`src/rtl/collision_event_manager_pkg.sv`:
```
// Shared definitions for the collision event manager.
// Holds the game-state encoding, default configuration constants and a
// population-count helper used for kill scoring.
package collision_event_manager_pkg;

  typedef enum logic [1:0] {
    IDLE,
    PLAY,
    HIT_GRACE,
    GAME_OVER
  } game_state_t;

  localparam int unsigned SHOTS           = 3;
  localparam int unsigned SCORE_W         = 10;
  localparam int unsigned POINTS_PER_KILL = 5;
  localparam int unsigned START_LIVES     = 3;
  localparam int unsigned GRACE_FRAMES    = 30;

  function automatic int unsigned count_ones(input logic [31:0] v);
    int unsigned n;
    n = 0;
    for (int unsigned i = 0; i < 32; i++) begin
      n += 32'(v[i]);
    end
    return n;
  endfunction

endpackage

```
`src/rtl/collision_event_manager_if.sv`:
```
// Bus between the collision detector / frame timing and the event manager.
// Inputs : startOfFrame, startGame, ShotEnemyCollision, ShotBoxCollision,
//          TowerEnemyHUCollision, towerPlayerCollision
// Outputs: shotKill, shotAbsorb, enemyBounce, playerHit, score, lives,
//          invulnerable, gameOver, playing
// master = the side driving collisions and frame timing; slave = the manager.
interface collision_event_manager_if #(
  parameter int unsigned SHOTS   = collision_event_manager_pkg::SHOTS,
  parameter int unsigned SCORE_W = collision_event_manager_pkg::SCORE_W
);
  logic               startOfFrame;
  logic               startGame;
  logic [SHOTS-1:0]   ShotEnemyCollision;
  logic [SHOTS-1:0]   ShotBoxCollision;
  logic               TowerEnemyHUCollision;
  logic               towerPlayerCollision;
  logic [SHOTS-1:0]   shotKill;
  logic [SHOTS-1:0]   shotAbsorb;
  logic               enemyBounce;
  logic               playerHit;
  logic [SCORE_W-1:0] score;
  logic [1:0]         lives;
  logic               invulnerable;
  logic               gameOver;
  logic               playing;

  modport master (
    output startOfFrame, startGame, ShotEnemyCollision, ShotBoxCollision,
           TowerEnemyHUCollision, towerPlayerCollision,
    input  shotKill, shotAbsorb, enemyBounce, playerHit, score, lives,
           invulnerable, gameOver, playing
  );

  modport slave (
    input  startOfFrame, startGame, ShotEnemyCollision, ShotBoxCollision,
           TowerEnemyHUCollision, towerPlayerCollision,
    output shotKill, shotAbsorb, enemyBounce, playerHit, score, lives,
           invulnerable, gameOver, playing
  );
endinterface

```
`src/rtl/collision_event_manager_frame_event_latch.sv`:
```
// frame_event_latch: sticky-OR accumulator that is committed once per frame.
// Ports: clk_i, rst_ni (async active-low), en_i (accumulate), commit_i
// (frame boundary), clr_i (synchronous clear), in_i (raw flags),
// acc_o (current accumulation), pulse_o (one-cycle committed events).
module frame_event_latch #(
  parameter int unsigned W = 1
) (
  input  logic         clk_i,
  input  logic         rst_ni,
  input  logic         en_i,
  input  logic         commit_i,
  input  logic         clr_i,
  input  logic [W-1:0] in_i,
  output logic [W-1:0] acc_o,
  output logic [W-1:0] pulse_o
);
  logic [W-1:0] acc_q, acc_d;
  logic [W-1:0] pulse_q, pulse_d;

  always_comb begin
    acc_d   = acc_q;
    pulse_d = commit_i ? acc_q : '0;
    if (clr_i) begin
      acc_d = '0;
    end else if (commit_i) begin
      // Flags seen on the boundary cycle already belong to the new frame.
      acc_d = en_i ? in_i : '0;
    end else if (en_i) begin
      acc_d = acc_q | in_i;
    end
  end

  always_ff @(posedge clk_i or negedge rst_ni) begin
    if (!rst_ni) begin
      acc_q   <= '0;
      pulse_q <= '0;
    end else begin
      acc_q   <= acc_d;
      pulse_q <= pulse_d;
    end
  end

  assign acc_o   = acc_q;
  assign pulse_o = pulse_q;
endmodule

```
`src/rtl/collision_event_manager.sv`:
```
// collision_event_manager: turns pixel-rate collision flags into per-frame
// single-shot game events, and tracks score, lives and the game state.
// Ports: clk, resetN (async active-low), bus (slave side of
// collision_event_manager_if carrying collision inputs and event outputs).
module collision_event_manager #(
  parameter int unsigned SHOTS           = collision_event_manager_pkg::SHOTS,
  parameter int unsigned SCORE_W         = collision_event_manager_pkg::SCORE_W,
  parameter int unsigned POINTS_PER_KILL = collision_event_manager_pkg::POINTS_PER_KILL,
  parameter int unsigned START_LIVES     = collision_event_manager_pkg::START_LIVES,
  parameter int unsigned GRACE_FRAMES    = collision_event_manager_pkg::GRACE_FRAMES
) (
  input  logic                      clk,
  input  logic                      resetN,
  collision_event_manager_if.slave  bus
);
  import collision_event_manager_pkg::*;

  localparam int unsigned SUM_W     = SCORE_W + 3;
  localparam int unsigned SCORE_MAX = (2 ** SCORE_W) - 1;
  localparam int unsigned GW        = (GRACE_FRAMES < 2) ? 1 : $clog2(GRACE_FRAMES + 1);

  game_state_t        state_q, state_d;
  logic               start_q;
  logic [SCORE_W-1:0] score_q, score_d, score_next;
  logic [1:0]         lives_q, lives_d;
  logic [GW-1:0]      grace_q, grace_d;
  logic [SUM_W-1:0]   score_sum;

  logic               start_rise;
  logic               playing_w;
  logic               in_play;
  logic               commit;

  logic [SHOTS-1:0]   kill_acc, kill_pulse;
  logic [SHOTS-1:0]   absorb_acc_unused, absorb_pulse;
  logic [0:0]         bounce_acc_unused, bounce_pulse;
  logic [0:0]         hit_acc, hit_pulse;

  assign start_rise = bus.startGame & ~start_q;
  assign playing_w  = (state_q == PLAY) || (state_q == HIT_GRACE);
  assign in_play    = (state_q == PLAY);
  assign commit     = bus.startOfFrame & playing_w;

  frame_event_latch #(.W(SHOTS)) u_kill (
    .clk_i(clk), .rst_ni(resetN), .en_i(playing_w), .commit_i(commit),
    .clr_i(~playing_w), .in_i(bus.ShotEnemyCollision),
    .acc_o(kill_acc), .pulse_o(kill_pulse)
  );

  frame_event_latch #(.W(SHOTS)) u_absorb (
    .clk_i(clk), .rst_ni(resetN), .en_i(playing_w), .commit_i(commit),
    .clr_i(~playing_w), .in_i(bus.ShotBoxCollision),
    .acc_o(absorb_acc_unused), .pulse_o(absorb_pulse)
  );

  frame_event_latch #(.W(1)) u_bounce (
    .clk_i(clk), .rst_ni(resetN), .en_i(playing_w), .commit_i(commit),
    .clr_i(~playing_w), .in_i(bus.TowerEnemyHUCollision),
    .acc_o(bounce_acc_unused), .pulse_o(bounce_pulse)
  );

  // Player hits only count in PLAY; held cleared during grace and when idle.
  frame_event_latch #(.W(1)) u_hit (
    .clk_i(clk), .rst_ni(resetN), .en_i(in_play), .commit_i(commit),
    .clr_i(~in_play), .in_i(bus.towerPlayerCollision),
    .acc_o(hit_acc), .pulse_o(hit_pulse)
  );

  always_comb begin
    score_sum = SUM_W'(score_q) + SUM_W'(POINTS_PER_KILL * count_ones(32'(kill_acc)));
    if (score_sum > SUM_W'(SCORE_MAX)) begin
      score_next = '1;
    end else begin
      score_next = score_sum[SCORE_W-1:0];
    end
  end

  always_comb begin
    state_d = state_q;
    score_d = score_q;
    lives_d = lives_q;
    grace_d = grace_q;
    case (state_q)
      IDLE, GAME_OVER: begin
        if (start_rise) begin
          state_d = PLAY;
          lives_d = 2'(START_LIVES);
          score_d = '0;
          grace_d = '0;
        end
      end
      PLAY: begin
        if (commit) begin
          // Kills of the final frame are scored even when the game ends.
          score_d = score_next;
          if (hit_acc[0]) begin
            lives_d = lives_q - 2'd1;
            if (lives_q == 2'd1) begin
              state_d = GAME_OVER;
            end else if (GRACE_FRAMES != 0) begin
              state_d = HIT_GRACE;
              grace_d = GW'(GRACE_FRAMES);
            end
          end
        end
      end
      HIT_GRACE: begin
        if (commit) begin
          score_d = score_next;
          if (grace_q == '0) begin
            state_d = PLAY;
          end else begin
            grace_d = grace_q - GW'(1);
          end
        end
      end
      default: state_d = IDLE;
    endcase
  end

  always_ff @(posedge clk or negedge resetN) begin
    if (!resetN) begin
      state_q <= IDLE;
      start_q <= 1'b0;
      score_q <= '0;
      lives_q <= '0;
      grace_q <= '0;
    end else begin
      state_q <= state_d;
      start_q <= bus.startGame;
      score_q <= score_d;
      lives_q <= lives_d;
      grace_q <= grace_d;
    end
  end

  // Kill and absorb pulses come from the same commit, so masking the
  // registered pulses gives kill priority per slot.
  assign bus.shotKill     = kill_pulse;
  assign bus.shotAbsorb   = absorb_pulse & ~kill_pulse;
  assign bus.enemyBounce  = bounce_pulse[0];
  assign bus.playerHit    = hit_pulse[0];
  assign bus.score        = score_q;
  assign bus.lives        = lives_q;
  assign bus.invulnerable = (state_q == HIT_GRACE);
  assign bus.gameOver     = (state_q == GAME_OVER);
  assign bus.playing      = playing_w;
endmodule

```
`src/flat_wrapper.sv`:
```
// flat-port wrapper written by rule: the top's interface ports become plain ports
module collision_event_manager_flat import collision_event_manager_pkg::*;
#(
  parameter int unsigned SHOTS           = collision_event_manager_pkg::SHOTS,
  parameter int unsigned SCORE_W         = collision_event_manager_pkg::SCORE_W,
  parameter int unsigned POINTS_PER_KILL = collision_event_manager_pkg::POINTS_PER_KILL,
  parameter int unsigned START_LIVES     = collision_event_manager_pkg::START_LIVES,
  parameter int unsigned GRACE_FRAMES    = collision_event_manager_pkg::GRACE_FRAMES
)
  (clk, resetN, bus_startOfFrame, bus_startGame, bus_ShotEnemyCollision, bus_ShotBoxCollision, bus_TowerEnemyHUCollision, bus_towerPlayerCollision, bus_shotKill, bus_shotAbsorb, bus_enemyBounce, bus_playerHit, bus_score, bus_lives, bus_invulnerable, bus_gameOver, bus_playing);
  collision_event_manager_if #(.SHOTS(SHOTS), .SCORE_W(SCORE_W)) bus_i ();
  input  logic clk;
  input  logic resetN;
  input wire logic [$bits(bus_i.startOfFrame)-1:0] bus_startOfFrame;
  input wire logic [$bits(bus_i.startGame)-1:0] bus_startGame;
  input wire logic [$bits(bus_i.ShotEnemyCollision)-1:0] bus_ShotEnemyCollision;
  input wire logic [$bits(bus_i.ShotBoxCollision)-1:0] bus_ShotBoxCollision;
  input wire logic [$bits(bus_i.TowerEnemyHUCollision)-1:0] bus_TowerEnemyHUCollision;
  input wire logic [$bits(bus_i.towerPlayerCollision)-1:0] bus_towerPlayerCollision;
  output wire logic [$bits(bus_i.shotKill)-1:0] bus_shotKill;
  output wire logic [$bits(bus_i.shotAbsorb)-1:0] bus_shotAbsorb;
  output wire logic [$bits(bus_i.enemyBounce)-1:0] bus_enemyBounce;
  output wire logic [$bits(bus_i.playerHit)-1:0] bus_playerHit;
  output wire logic [$bits(bus_i.score)-1:0] bus_score;
  output wire logic [$bits(bus_i.lives)-1:0] bus_lives;
  output wire logic [$bits(bus_i.invulnerable)-1:0] bus_invulnerable;
  output wire logic [$bits(bus_i.gameOver)-1:0] bus_gameOver;
  output wire logic [$bits(bus_i.playing)-1:0] bus_playing;
  assign bus_i.startOfFrame = bus_startOfFrame;
  assign bus_i.startGame = bus_startGame;
  assign bus_i.ShotEnemyCollision = bus_ShotEnemyCollision;
  assign bus_i.ShotBoxCollision = bus_ShotBoxCollision;
  assign bus_i.TowerEnemyHUCollision = bus_TowerEnemyHUCollision;
  assign bus_i.towerPlayerCollision = bus_towerPlayerCollision;
  assign bus_shotKill = bus_i.shotKill;
  assign bus_shotAbsorb = bus_i.shotAbsorb;
  assign bus_enemyBounce = bus_i.enemyBounce;
  assign bus_playerHit = bus_i.playerHit;
  assign bus_score = bus_i.score;
  assign bus_lives = bus_i.lives;
  assign bus_invulnerable = bus_i.invulnerable;
  assign bus_gameOver = bus_i.gameOver;
  assign bus_playing = bus_i.playing;
  collision_event_manager #(.SHOTS(SHOTS), .SCORE_W(SCORE_W), .POINTS_PER_KILL(POINTS_PER_KILL), .START_LIVES(START_LIVES), .GRACE_FRAMES(GRACE_FRAMES)) u_core (.clk(clk), .resetN(resetN), .bus(bus_i));
endmodule
```
`config.mk`:
```
export PLATFORM = sky130hd
export DESIGN_NAME = collision_event_manager_flat
export DESIGN_NICKNAME = d
export VERILOG_FILES = /design/src/rtl/collision_event_manager_pkg.sv /design/src/rtl/collision_event_manager_if.sv /design/src/rtl/collision_event_manager_frame_event_latch.sv /design/src/rtl/collision_event_manager.sv /design/src/flat_wrapper.sv
export SDC_FILE = /design/constraint.sdc
export NUM_CORES = 1
export LEC_CHECK = 0
export BUFFER_PORTS_ARGS = -buffer_cell sky130_fd_sc_hd__clkbuf_2
export CAP_MARGIN = 20
export CORE_ASPECT_RATIO = 1.75
export CORE_MARGIN = 5
export CORE_UTILIZATION = 60
export CTS_CLUSTER_DIAMETER = 80
export DETAILED_ROUTE_END_ITERATION = 10
export PLACE_DENSITY_LB_ADDON = 0.25
export SLEW_MARGIN = 25
export SYNTH_ARGS = -nofsm -noshare
export SYNTH_HDL_FRONTEND = slang
export SYNTH_HIERARCHICAL = 1
export SYNTH_SLANG_ARGS = --single-unit
```
`constraint.sdc`:
```
create_clock -name clk -period 4.6 [get_ports clk]
set_clock_uncertainty 0.05 [all_clocks]
set_input_delay 0.92 -clock clk [delete_from_list [all_inputs] [get_ports clk]]
set_output_delay 0.92 -clock clk [all_outputs]
set_load 0.1 [all_outputs]
```
==> impl_metrics.ini <==
[cts]
clock_path_buffers = 2
hold_buffers = 0
cts_root_buf = clkbuf_8
ctsResizeCount = 0
clock_sinks = 36
cts_setup_buffers = 0
cts-buffers-inserted = 5
cts_max_level = 2
path_clk_slew_ns = 0.07
clk_latency_ns = 0.29
cts_tree = yes

[global_routing]
grt_remaining_overflow = 0
grt_pass1_vias = 1632
grt_max_degree = 37
grt_use_total = 0.215
grt_pass1_wl_mm = 7.37
antenna_found_initial = 0

[synthesis]
synth_top_area_frac = 0.445
syn_inst = 198
avgSynthCellArea_um2 = 10.2
yosysUniqueCellTypes = 51
ys_ff_latch = 36
syn-cell-area_um2 = 2020
synth_edf_count = 0
synth_top_area_cell = dfrtp_1
synth-main-ff-cell = dfrtp_1
syn-num-nets = 225
seq_area_frac_synth = 0.445
ys_warn_count = 6
synthArstFlopShare = 1.00
synth.area.top_cells = dfrtp_1, ha_1, nand2b_1

[placed_design]
place_area_um2 = 2230
dp_hpwl_mm = 3.10
place.port_buffers = 34
gp_congestion = 0.944

[timing]
max_slew_margin = 0.401
holdWs_ns = 0.441
hold_viol_final = 0
tns_ns = 0
slew_viol_final = 0
period_share = 0.654
tightestPinTransition_ns = 0.898
grt_setup_unrepaired = no
min_period_ns = 3.01
fmax_mhz = 332
setup_violations = 0

[floorplan]
coreArea_um2 = 3330
ios = 35
die_h_um = 86.8
dieArea_um2 = 4680
die_x_um = 53.9
row_count = 28
start_util = 0.608

[cells_and_area]
fillerInstances = 271
nNetsFinal = 263
drive_above_1_share = 0.266
mostFrequentLayoutCells = dfrtp_1, clkbuf_2, nand2_1, inv_1, ha_1
stdcell_area_um2 = 2340
antenna_cells = 0
layout_commonest_cell = dfrtp_1
area_delta_synth_final_pct = 15.8

[worst_setup_path]
r2r-start = u_core/u_kill/acc_o[0]
crit_required_ns = 4.77
start_kind = flop
path_class = flop to flop
crit_chain = fa_1 -> ha_1 -> ha_1 -> inv_1 -> fa_1 -> nand2b_1 -> a211oi_1 -> mux2_1 -> nand2_1
reg2reg_slack_ns = 1.59
cp.arrival_ns = 3.18
cp_num_buf_inv = 1
startpoint = u_core/u_kill/acc_o[0]
endpoint_kind = flop
worst_path_max_delay_cell = fa_1
critPathMaxStageDelay_ns = 0.47
cp_top_family = adder cells
cp_max_fo = 3

[detailed_routing]
drc = 0
drt_iter0_drc = 48
ant_nets = 0
via_per_inst = 5.74
via_count = 1620
dr.pass1.iters = 4
wl_per_cell_um = 15.3
wl_met2_mm = 2.44
drt-met1-wl_mm = 1.60
wl_met3_um = 200
totalWireLength_mm = 4.32
dr.max_layer_used = met4

[run_status]
status = complete, no violations

[job]
drv_cap = 0

[hold_path]
worstHoldStart = u_core/u_absorb/acc_o[1]
hp-class = flop to flop
## path summary, 6_finish.rpt
kind,end,cells after the start
max,u_core/bus.score[7],9
min,u_core/u_absorb/pulse_o[1],1
max reg2reg,u_core/bus.score[7],9
min reg2reg,u_core/u_absorb/pulse_o[1],1
max in group asynchronous,u_core/u_absorb/pulse_o[0],1
min in group asynchronous,u_core/bus.score[7],1
## layout make-up
cell class	count	area, um2	share of cell area
Clock buffer	5	68.8	0.0293
Timing Repair Buffer	34	170	0.0726
Tap cell	45	56.3	0.0240
Inverter	16	65.1	0.0277
Sequential cell	36	901	0.384
Multi-Input combinational cell	143	1040	0.444
Clock inverter	3	42.5	0.0181
## logic make-up after synthesis
kind of cell               synth area share
DFF                                   0.445
AOI/OAI and AO/OA                     0.176
and+or+nand+nor                       0.213
muxes                                0.0204
adders and majority gates             0.100
buffers and inverters                0.0408
xor gates and xnor gates            0.00433
## per-stage QoR
stage                util  setup WS [ns]  std cells
floorplan               -           1.42        198
global placement    0.671           1.70        274
detailed placement  0.671           1.66        274
CTS                 0.705           1.57        282
global route        0.705           1.44        282
finish              0.705           1.59        282
## state kept, by name, indices dropped and copies added (netlist names), 2 cells and up
name,flops
u_core/grace_q,5
u_core/u_absorb/pulse_o,3
u_core/u_kill/acc_o,3
u_core/bus.lives,2
u_core/state_q,2
u_core/bus.score,10
u_core/u_kill/pulse_o,3
u_core/u_absorb/acc_o,3
## worst register-to-register path, delay by kind of cell, from the launching register on
family	cells	cell delay, ns
AND/OR/NAND/NOR	2	0.24
buffers and inverters	1	0.07
adder cells (fa/ha/maj)	4	1.39
AO/OA/AOI/OAI	1	0.39
flip-flops	1	0.43
multiplexers	1	0.37
## synthesized netlist by cell type, drive strengths merged (4+ instances only)
library cell	instances
a31oi	5
nor2	9
nand3	10
inv	15
nand2b	14
o211ai	6
and2	9
nand2	18
ha	13
o21ai	4
a21oi	14
dfrtp	36
## metal layers
layer / up-vias / GRT usage
li1: 779 / -
met2: 56 / 0.362
met1: 778 / 0.257
met4: 0 / 0.0884
met3: 7 / 0.0430
met5: - / 0
Power is not shown: default switching activity piles up to over one toggle a cycle in this logic, so the estimate is an artifact.
